**src/rtl/wave_lut_pkg.sv**
```systemverilog
// Shared types and constants for the wave_lut_pipe waveform generator,
// including the elaboration-time quarter-cosine table function.
package wave_lut_pkg;

    typedef enum logic [1:0] {
        MODE_SAW_UP = 2'b00,
        MODE_SAW_DN = 2'b01,
        MODE_SQUARE = 2'b10,
        MODE_COS    = 2'b11
    } mode_e;

    localparam int GAIN_W     = 9;
    localparam int GAIN_UNITY = 256;
    localparam int GAIN_SHIFT = $clog2(GAIN_UNITY);

    localparam longint COS_ONE = 64'sd1 <<< 30;
    localparam longint PI_Q30  = 64'sd3373259426;

    // round((2^(amp_w-1)-1) * cos(k*pi/(2n))) via a Q30 Taylor series;
    // the angle never exceeds pi/2, so ten terms are far below one LSB.
    function automatic int qcos_entry(input int k, input int n, input int amp_w);
        longint x;
        longint x2;
        longint term;
        longint acc;
        longint scaled;
        x    = (longint'(k) * PI_Q30) / (64'sd2 * longint'(n));
        x2   = (x * x) >>> 30;
        term = COS_ONE;
        acc  = COS_ONE;
        for (int i = 1; i <= 10; i++) begin
            term = ((term * x2) >>> 30) / longint'((2 * i - 1) * (2 * i));
            acc  = (i % 2 == 1) ? acc - term : acc + term;
        end
        if (acc < 0) begin
            acc = 0;
        end
        scaled = (longint'((1 << (amp_w - 1)) - 1) * acc + (64'sd1 <<< 29)) >>> 30;
        return int'(scaled);
    endfunction

endpackage

```
**src/rtl/quarter_cos_lut.sv**
```systemverilog
// Quarter-period cosine ROM (N+1 entries) built at elaboration, with a
// registered read that advances only when en is high.
module quarter_cos_lut
    import wave_lut_pkg::*;
#(
    parameter int PHASE_W = 8,
    parameter int AMP_W   = 10
) (
    input  logic               clk,
    input  logic               en,
    input  logic [PHASE_W-2:0] addr,
    output logic [AMP_W-2:0]   data
);
    localparam int QN = 1 << (PHASE_W - 2);

    logic [AMP_W-2:0] rom [0:QN];
    logic [AMP_W-2:0] data_q;

    for (genvar gi = 0; gi <= QN; gi++) begin : g_rom
        localparam logic [AMP_W-2:0] ENTRY = (AMP_W-1)'(qcos_entry(gi, QN, AMP_W));
        assign rom[gi] = ENTRY;
    end

    always_ff @(posedge clk) begin
        if (en) begin
            data_q <= rom[addr];
        end
    end

    assign data = data_q;

endmodule

```
**src/rtl/wave_lut_pipe.sv**
```systemverilog
// Phase-to-amplitude generator: 3-stage valid/ready pipeline (decode, LUT read,
// gain/output). Define WAVE_LUT_PIPE_GAIN_EN to enable the gain multiply.
module wave_lut_pipe
    import wave_lut_pkg::*;
#(
    parameter int PHASE_W = 8,
    parameter int AMP_W   = 10
) (
    input  logic               clk,
    input  logic               rst,
    input  logic               in_valid,
    output logic               in_ready,
    input  logic [PHASE_W-1:0] phase_in,
    input  logic [1:0]         mode,
    input  logic [PHASE_W-1:0] duty,
    input  logic [GAIN_W-1:0]  gain,
    output logic               out_valid,
    input  logic               out_ready,
    output logic [AMP_W-1:0]   amplitude
);
    localparam int SHIFT = AMP_W - PHASE_W;
    localparam int QN    = 1 << (PHASE_W - 2);
    localparam int MID   = 1 << (AMP_W - 1);

    if (PHASE_W < 4 || PHASE_W > 12) begin : g_bad_phase_w
        $error("wave_lut_pipe: PHASE_W must be within 4..12");
    end
    if (AMP_W < PHASE_W) begin : g_bad_amp_w
        $error("wave_lut_pipe: AMP_W must be >= PHASE_W");
    end

    logic ce;
    assign ce       = !out_valid || out_ready;
    assign in_ready = ce;

    logic [1:0]         quad;
    logic [PHASE_W-3:0] quad_off;
    logic [PHASE_W-1:0] phase_inv;
    logic [PHASE_W-2:0] s1_addr_d;
    logic               s1_neg_d;
    logic               s1_cos_d;
    logic [AMP_W-1:0]   s1_raw_d;

    // Odd quadrants walk the quarter table backwards (index N-a); quadrants
    // 1 and 2 sit below mid-scale.
    always_comb begin
        quad      = phase_in[PHASE_W-1 -: 2];
        quad_off  = phase_in[PHASE_W-3:0];
        phase_inv = ~phase_in;
        s1_neg_d  = quad[0] ^ quad[1];
        s1_addr_d = quad[0] ? (PHASE_W-1)'(QN) - {1'b0, quad_off} : {1'b0, quad_off};
        s1_cos_d  = 1'b0;
        s1_raw_d  = '0;
        case (mode_e'(mode))
            MODE_SAW_UP: s1_raw_d = AMP_W'(phase_in) << SHIFT;
            MODE_SAW_DN: s1_raw_d = AMP_W'(phase_inv) << SHIFT;
            MODE_SQUARE: s1_raw_d = (phase_in < duty) ? '1 : '0;
            default:     s1_cos_d = 1'b1;
        endcase
    end

    logic               s1_valid_q, s2_valid_q, s3_valid_q;
    logic               s1_cos_q, s2_cos_q;
    logic               s1_neg_q, s2_neg_q;
    logic [AMP_W-1:0]   s1_raw_q, s2_raw_q;
    logic [PHASE_W-2:0] s1_addr_q;
    logic [AMP_W-2:0]   s2_lut;
    logic [AMP_W-1:0]   s2_amp;
    logic [AMP_W-1:0]   s3_amp_d, s3_amp_q;
`ifdef WAVE_LUT_PIPE_GAIN_EN
    logic [GAIN_W-1:0]  s1_gain_q, s2_gain_q;
`endif

    always_ff @(posedge clk) begin
        if (rst) begin
            s1_valid_q <= 1'b0;
            s2_valid_q <= 1'b0;
            s3_valid_q <= 1'b0;
            s3_amp_q   <= '0;
        end else if (ce) begin
            s1_valid_q <= in_valid;
            s2_valid_q <= s1_valid_q;
            s3_valid_q <= s2_valid_q;
            s3_amp_q   <= s3_amp_d;
        end
    end

    always_ff @(posedge clk) begin
        if (ce) begin
            s1_cos_q  <= s1_cos_d;
            s1_neg_q  <= s1_neg_d;
            s1_raw_q  <= s1_raw_d;
            s1_addr_q <= s1_addr_d;
            s2_cos_q  <= s1_cos_q;
            s2_neg_q  <= s1_neg_q;
            s2_raw_q  <= s1_raw_q;
`ifdef WAVE_LUT_PIPE_GAIN_EN
            s1_gain_q <= gain;
            s2_gain_q <= s1_gain_q;
`endif
        end
    end

    quarter_cos_lut #(
        .PHASE_W (PHASE_W),
        .AMP_W   (AMP_W)
    ) u_lut (
        .clk  (clk),
        .en   (ce),
        .addr (s1_addr_q),
        .data (s2_lut)
    );

    always_comb begin
        if (!s2_cos_q) begin
            s2_amp = s2_raw_q;
        end else if (s2_neg_q) begin
            s2_amp = AMP_W'(MID) - AMP_W'(s2_lut);
        end else begin
            s2_amp = AMP_W'(MID) + AMP_W'(s2_lut);
        end
    end

`ifdef WAVE_LUT_PIPE_GAIN_EN
    localparam int PROD_W = AMP_W + GAIN_W;

    logic [PROD_W-1:0]            prod;
    logic [PROD_W-GAIN_SHIFT-1:0] prod_scaled;

    assign prod        = PROD_W'(s2_amp) * PROD_W'(s2_gain_q);
    assign prod_scaled = prod[PROD_W-1:GAIN_SHIFT];
    assign s3_amp_d    = (|prod_scaled[PROD_W-GAIN_SHIFT-1:AMP_W]) ? '1 : prod_scaled[AMP_W-1:0];
`else
    logic unused_gain;
    assign unused_gain = ^gain;
    assign s3_amp_d    = s2_amp;
`endif

    assign out_valid = s3_valid_q;
    assign amplitude = s3_amp_q;

endmodule

```
**config.mk**
```make
export PLATFORM = sky130hd
export DESIGN_NAME = wave_lut_pipe
export DESIGN_NICKNAME = d
export VERILOG_FILES = /design/src/rtl/wave_lut_pkg.sv /design/src/rtl/quarter_cos_lut.sv /design/src/rtl/wave_lut_pipe.sv
export SDC_FILE = /design/constraint.sdc
export NUM_CORES = 1
export LEC_CHECK = 0
export CAP_MARGIN = 20
export CORE_ASPECT_RATIO = 1.25
export CORE_MARGIN = 2
export CORE_UTILIZATION = 35
export CTS_CLUSTER_SIZE = 8
export DETAILED_ROUTE_END_ITERATION = 10
export GPL_ROUTABILITY_DRIVEN = 0
export GPL_TIMING_DRIVEN = 0
export PLACE_DENSITY = 0.65
export SLEW_MARGIN = 40
export SYNTH_ARGS = -nofsm -noshare
export SYNTH_HDL_FRONTEND = slang
export SYNTH_SLANG_ARGS = --single-unit
export TNS_END_PERCENT = 1
```
**constraint.sdc**
```tcl
create_clock -name clk -period 3.36 [get_ports clk]
set_input_delay 0.672 -clock clk [delete_from_list [all_inputs] [get_ports clk]]
set_output_delay 0.672 -clock clk [all_outputs]
set_load 0.005 [all_outputs]
```
Yosys cells after proc, flatten, opt, wreduce, memory -nomap -nowiden

Memory sizes are Yosys's and may differ from the RTL's. A register that Yosys moved wholly into a read port is not among the register bits.
Cells that the tools add are included.

Flip-flop bits (word level): 44
Memory bits (read-only): 1152
Output and inout bits: 12
Word-level logic and storage cells: 32
Memories: 1

Memory list:

| memory          | depth | width | read ports | clocked after memory_dff | write ports | line                  | text |
|---|---|---|---|---|---|---|---|
| (no name shown) | 128   | 9     | 1          | 1                        | 0           | quarter_cos_lut.sv:26 | `data_q <= rom[addr];` |

Add/subtract/negate cells: 3
Order comparisons: 1
Eq/ne operators: 2
Multiplexer cells: 6
Bitwise gates (word level): 3
Reduce and logical (&&, ||, !) cells: 4

Operators by type and width:

| operator              | count |
|---|---|
| $mux 10               | 3 |
| $pmux 10 s3           | 1 |
| $add 10x9->10 const A | 1 |
| $sub 10x9->10 const A | 1 |
| $lt 8x8->1            | 1 |
| $not 7->8             | 1 |
| $not 8->8             | 1 |
| $sub 7x6->7 const A   | 1 |
| $mux 6                | 1 |
| $reduce_or 3->1       | 1 |
| $eq 2x1->1 const B    | 1 |
| $eq 2x2->1 const B    | 1 |
| $logic_not 2->1       | 1 |
| $logic_not 1->1       | 1 |
| $logic_or 1x1->1      | 1 |
| $mux 1                | 1 |
| $xor 1x1->1           | 1 |

Depth between registers and ports, before layout

Word-level depth: 3
Mapped depth: 6
Depth with buffers taken out: 6

Hierarchy

Synthesis repeated with hierarchy kept, for this count alone.

Cell total of the unflattened synthesis: 336
Area, all modules: 3294.4 um^2

Modules (own cells, without submodules):

| module          | instances | cells an instance | area each (um^2) |
|---|---|---|---|
| wave_lut_pipe   | 1         | 193               | 2144.6 |
| quarter_cos_lut | 1         | 143               | 1149.9 |

Worst setup path before layout

No wires, ideal clock.

Kind: reg-to-reg
Start point: reg s1_addr_q[1]
End point: reg u_lut.data_q[5] (netlist: u_lut.data[5]), data pin
Library setup time: 0.256 ns
Data arrival time: 1.873 ns
Required time: 3.104 ns
Slack: 1.231 ns
Cell stages (with the launch flop): 7
Path buffers: 0
Period minus slack after synthesis: 2.129 ns
Cell sequence: edfxtp_1 -> inv_1 -> ha_1 -> nor2_1 -> a21o_1 -> mux4_2 -> a22o_1

Word-level cells in the longest chain between the ends: 1

Ends and longest elaborated chain:

| element                         | line                  | text |
|---|---|---|
| start, declared                 | wave_lut_pipe.sv:66   | `logic [PHASE_W-2:0] s1_addr_q;` |
| start signal, assigned          | wave_lut_pipe.sv:93   | `s1_addr_q <= s1_addr_d;` |
| $not 7->8 (not written as such) | quarter_cos_lut.sv:26 |  |
| end, declared                   | quarter_cos_lut.sv:17 | `logic [AMP_W-2:0] data_q;` |

Every way passes these cells.
A chain may end at the register's enable or synchronous reset.

Worst setup path after layout

Start point: in out_ready
End point: out in_ready

Word-level cells in the longest chain between the ends: 1

Ends and longest elaborated chain:

| element          | line                | text |
|---|---|---|
| start, declared  | wave_lut_pipe.sv:18 | `input logic out_ready,` |
| $logic_or 1x1->1 | wave_lut_pipe.sv:33 | `assign ce = !out_valid \|\| out_ready;` |
| end, declared    | wave_lut_pipe.sv:12 | `output logic in_ready,` |

Every way passes these cells.

==> reports/qor.txt <==
status: complete, no violations
DRC errors left: 0
CTS max path bufs: 2
HP Start: s1_raw_q[4]$_DFFE_PP_
HPWL Detailed: 4.88 mm
grt ovf: 0
worst r2r src: s1_addr_q[1]$_DFFE_PP_
Seq/Total Area, Yosys: 0.436
Hold WC Path Type: reg -> reg
initial DRC count: 204
measured slew at the worst slew-check pin: 0.562 ns
most common cell after layout, fill and taps aside: edfxtp_1
Max Cap Viol: 0
Die Y: 111 um
Slew HR: 0.625
Die Area: 9970 um2
Worst EP required: 2.69 ns
vias in the first global route: 2496
Vias: 2620
syn nets: 378
initial antenna violation count: 0
Clock transition at path regs: 0.07 ns
crit path kind: in -> out
CTS Buf Count: 5
area of the core: 9030 um2
Leak: 1.47 nW
RSZ-0062 raised after global routing: false
Die Width: 89.7 um
Site Rows: 39
Net count, final: 417
synthesized cell area: 3220 um2
Root Buffer: clkbuf_16
proportion of layout cells with a drive suffix above 1: 0.0679
Layout area overhead: 20.2%
VDD IR max: 0.227 mV
# port buffers: 32
DR vias/cell: 5.34
r2r setup slk: 0.85 ns
hold_buf cts: 0
Worst Hold Depth: 0
R2R depth: 6
final hold violation count: 0
gr usage total: 0.132
register bit total from synthesis: 51
Final Slew Violations: 0
n_diodes: 0
CP Max Fanout: 47
CTS tree: built
Clock Latency Late Sink: 0.29 ns
Synth Area per Inst: 9.80 um2
number of synthesized flops with an enable pin: 38
largest net degree at the start of global routing: 48
register area: 1400 um2
pwr dens: 492 nW/um2
post-layout min period: 3.15 ns
Yosys cell types: 57
Post-Syn Instances: 328
Setup crit start kind: input port
worst r2r dst: u_lut.data[5]$_SDFFCE_PP0P_
total wire length: 6.56 mm
Worst setup EP type: primary output
WL per Instance: 13.4 um
fin crit share: 0.936
Final Power: 1.90 mW
fraction of registers with async set/reset: 0
Fill cells: 867
first-pass GRT wire length: 11.0 mm
WHS: 0.421 ns
Hold Path Sink: s2_raw_q[4]$_DFFE_PP_
Starting Density: 0.356
# IOs: 43
htree depth: 2
Multi-input gate area: 1640 um2
Yosys warnings: 0
Final Setup Violations: 0
Achievable Freq: 318 MHz
most frequent cells in the layout: edfxtp_1 (38), clkdlybuf4s50_1 (32), o21ai_0 (22), nor2_1 (22)
clk_skew: 0.00916 ns
Post-CTS Resized: 0
TritonRoute pass-1 iters: 5
CP arrival: 2.47 ns
Main synth FF type: edfxtp_1
CTS Sinks: 51
ANT nets after route: 0
post-CTS setup buffer count: 0
Fin Setup TNS: 0 ns
Yosys cell counts (2+ instances only):
| cell type | count | area share |
|---|---|---|
| dfxtp_1 | 13 | 0.081 |
| xnor2_1 | 13 | 0.035 |
| nor2_1 | 22 | 0.026 |
| clkbuf_1 | 11 | 0.013 |
| mux2i_1 | 6 | 0.019 |
| nor4b_1 | 3 | 0.0082 |
| inv_1 | 20 | 0.023 |
| and2_1 | 2 | 0.0039 |
| nand3_1 | 2 | 0.0031 |
| a21o_1 | 2 | 0.0047 |
| nor3b_1 | 3 | 0.0070 |
| nor3_1 | 6 | 0.0093 |
| o311ai_1 | 3 | 0.0082 |
| or3_1 | 3 | 0.0058 |
| inv_2 | 3 | 0.0035 |
| o21ai_1 | 9 | 0.014 |
| edfxtp_1 | 38 | 0.35 |
| and3b_1 | 2 | 0.0054 |
| a221oi_1 | 2 | 0.0054 |
| nand3b_1 | 3 | 0.0070 |
| mux4_2 | 2 | 0.014 |
| a211oi_1 | 5 | 0.012 |
| and4b_1 | 2 | 0.0062 |
| xor2_1 | 4 | 0.011 |
| nor2b_1 | 11 | 0.021 |
| buf_2 | 5 | 0.0078 |
| a21oi_1 | 20 | 0.031 |
| o211ai_1 | 7 | 0.016 |
| a31oi_1 | 4 | 0.0078 |
| o31ai_1 | 5 | 0.012 |
| a22o_1 | 3 | 0.0082 |
| buf_4 | 2 | 0.0047 |
| nand2_1 | 20 | 0.023 |
| ha_1 | 19 | 0.074 |
| nand2b_1 | 8 | 0.016 |
| a311o_1 | 3 | 0.0093 |
| o21ai_0 | 22 | 0.034 |
stage by stage:
stage / utilization / instances / instance area, um2 / worst slack, ns
6_report: 0.428 / 491 / 3860 / 0.215
2_1_floorplan: - / 328 / 3220 / 1.23
4_1_cts: 0.428 / 491 / 3860 / 0.168
3_5_place_dp: 0.409 / 483 / 3690 / 0.176
3_3_place_gp: 0.409 / 483 / 3690 / -0.114
5_1_grt: 0.428 / 491 / 3860 / 0.0726
layer usage:
layer	wire, um	GRT usage	up-vias
li1	-	-	1287
met1	2770	0.157	1207
met2	3220	0.231	102
met3	305	0.0224	24
met4	263	0.0667	0
met5	0	0	-
layout make-up:
| cell class | count | area share |
|---|---|---|
| clock inverters | 3 | 0.0120 |
| well taps | 123 | 0.0398 |
| inverters | 23 | 0.0230 |
| clock buffers | 5 | 0.0324 |
| multi-input cells | 235 | 0.425 |
| repair buffers | 32 | 0.0829 |
| flip-flops and latches | 51 | 0.363 |
| plain buffers | 19 | 0.0220 |
worst max-delay path by stage:
stage                                 from                     endpoint  slack, ns  cells past startpoint
global placement                 out_ready                     in_ready      -0.11                      5
global route                     out_ready                     in_ready       0.07                      5
finish                           out_ready                     in_ready       0.21                      5
detailed placement               out_ready                     in_ready       0.18                      5
floorplan           s1_addr_q[1]$_DFFE_PP_  u_lut.data[5]$_SDFFCE_PP0P_       1.23                      6
CTS                              out_ready                     in_ready       0.17                      5
sequential cells by signal, indices dropped and copies added (netlist names):
name	count
s1_neg_q	1
s2_neg_q	1
u_lut.data	9
s1_addr_q	7
s1_valid_q	1
s1_raw_q	9
s2_raw_q	9
amplitude	10
out_valid	1
s2_cos_q	1
s2_valid_q	1
s1_cos_q	1
where the power goes:
group	total [mW]	internal, mW	switching, mW
Sequential	0.846	0.780	0.0661
Combinational	0.487	0.233	0.253
Clock	0.567	0.353	0.214
Total	1.90	1.37	0.533
logic make-up (layout without fill, tap and decap cells):
group           after synthesis  in the layout  synth area share
flops                        51             51             0.436
simple gates                 95             95             0.161
compound gates               95             95             0.193
buf+inv                      42             82            0.0533
fa+ha+maj                    19             19            0.0739
mux                           9              9            0.0362
xor+xnor                     17             17            0.0463
worst max-delay path: stages:
cell and delay, ns:
clkdlybuf4s50_1 0.45, nor2b_1 0.04, clkbuf_1 0.24, inv_4 0.47
clkdlybuf4s50_1 0.60
Note: power is estimated with default switching activity, not from simulation.
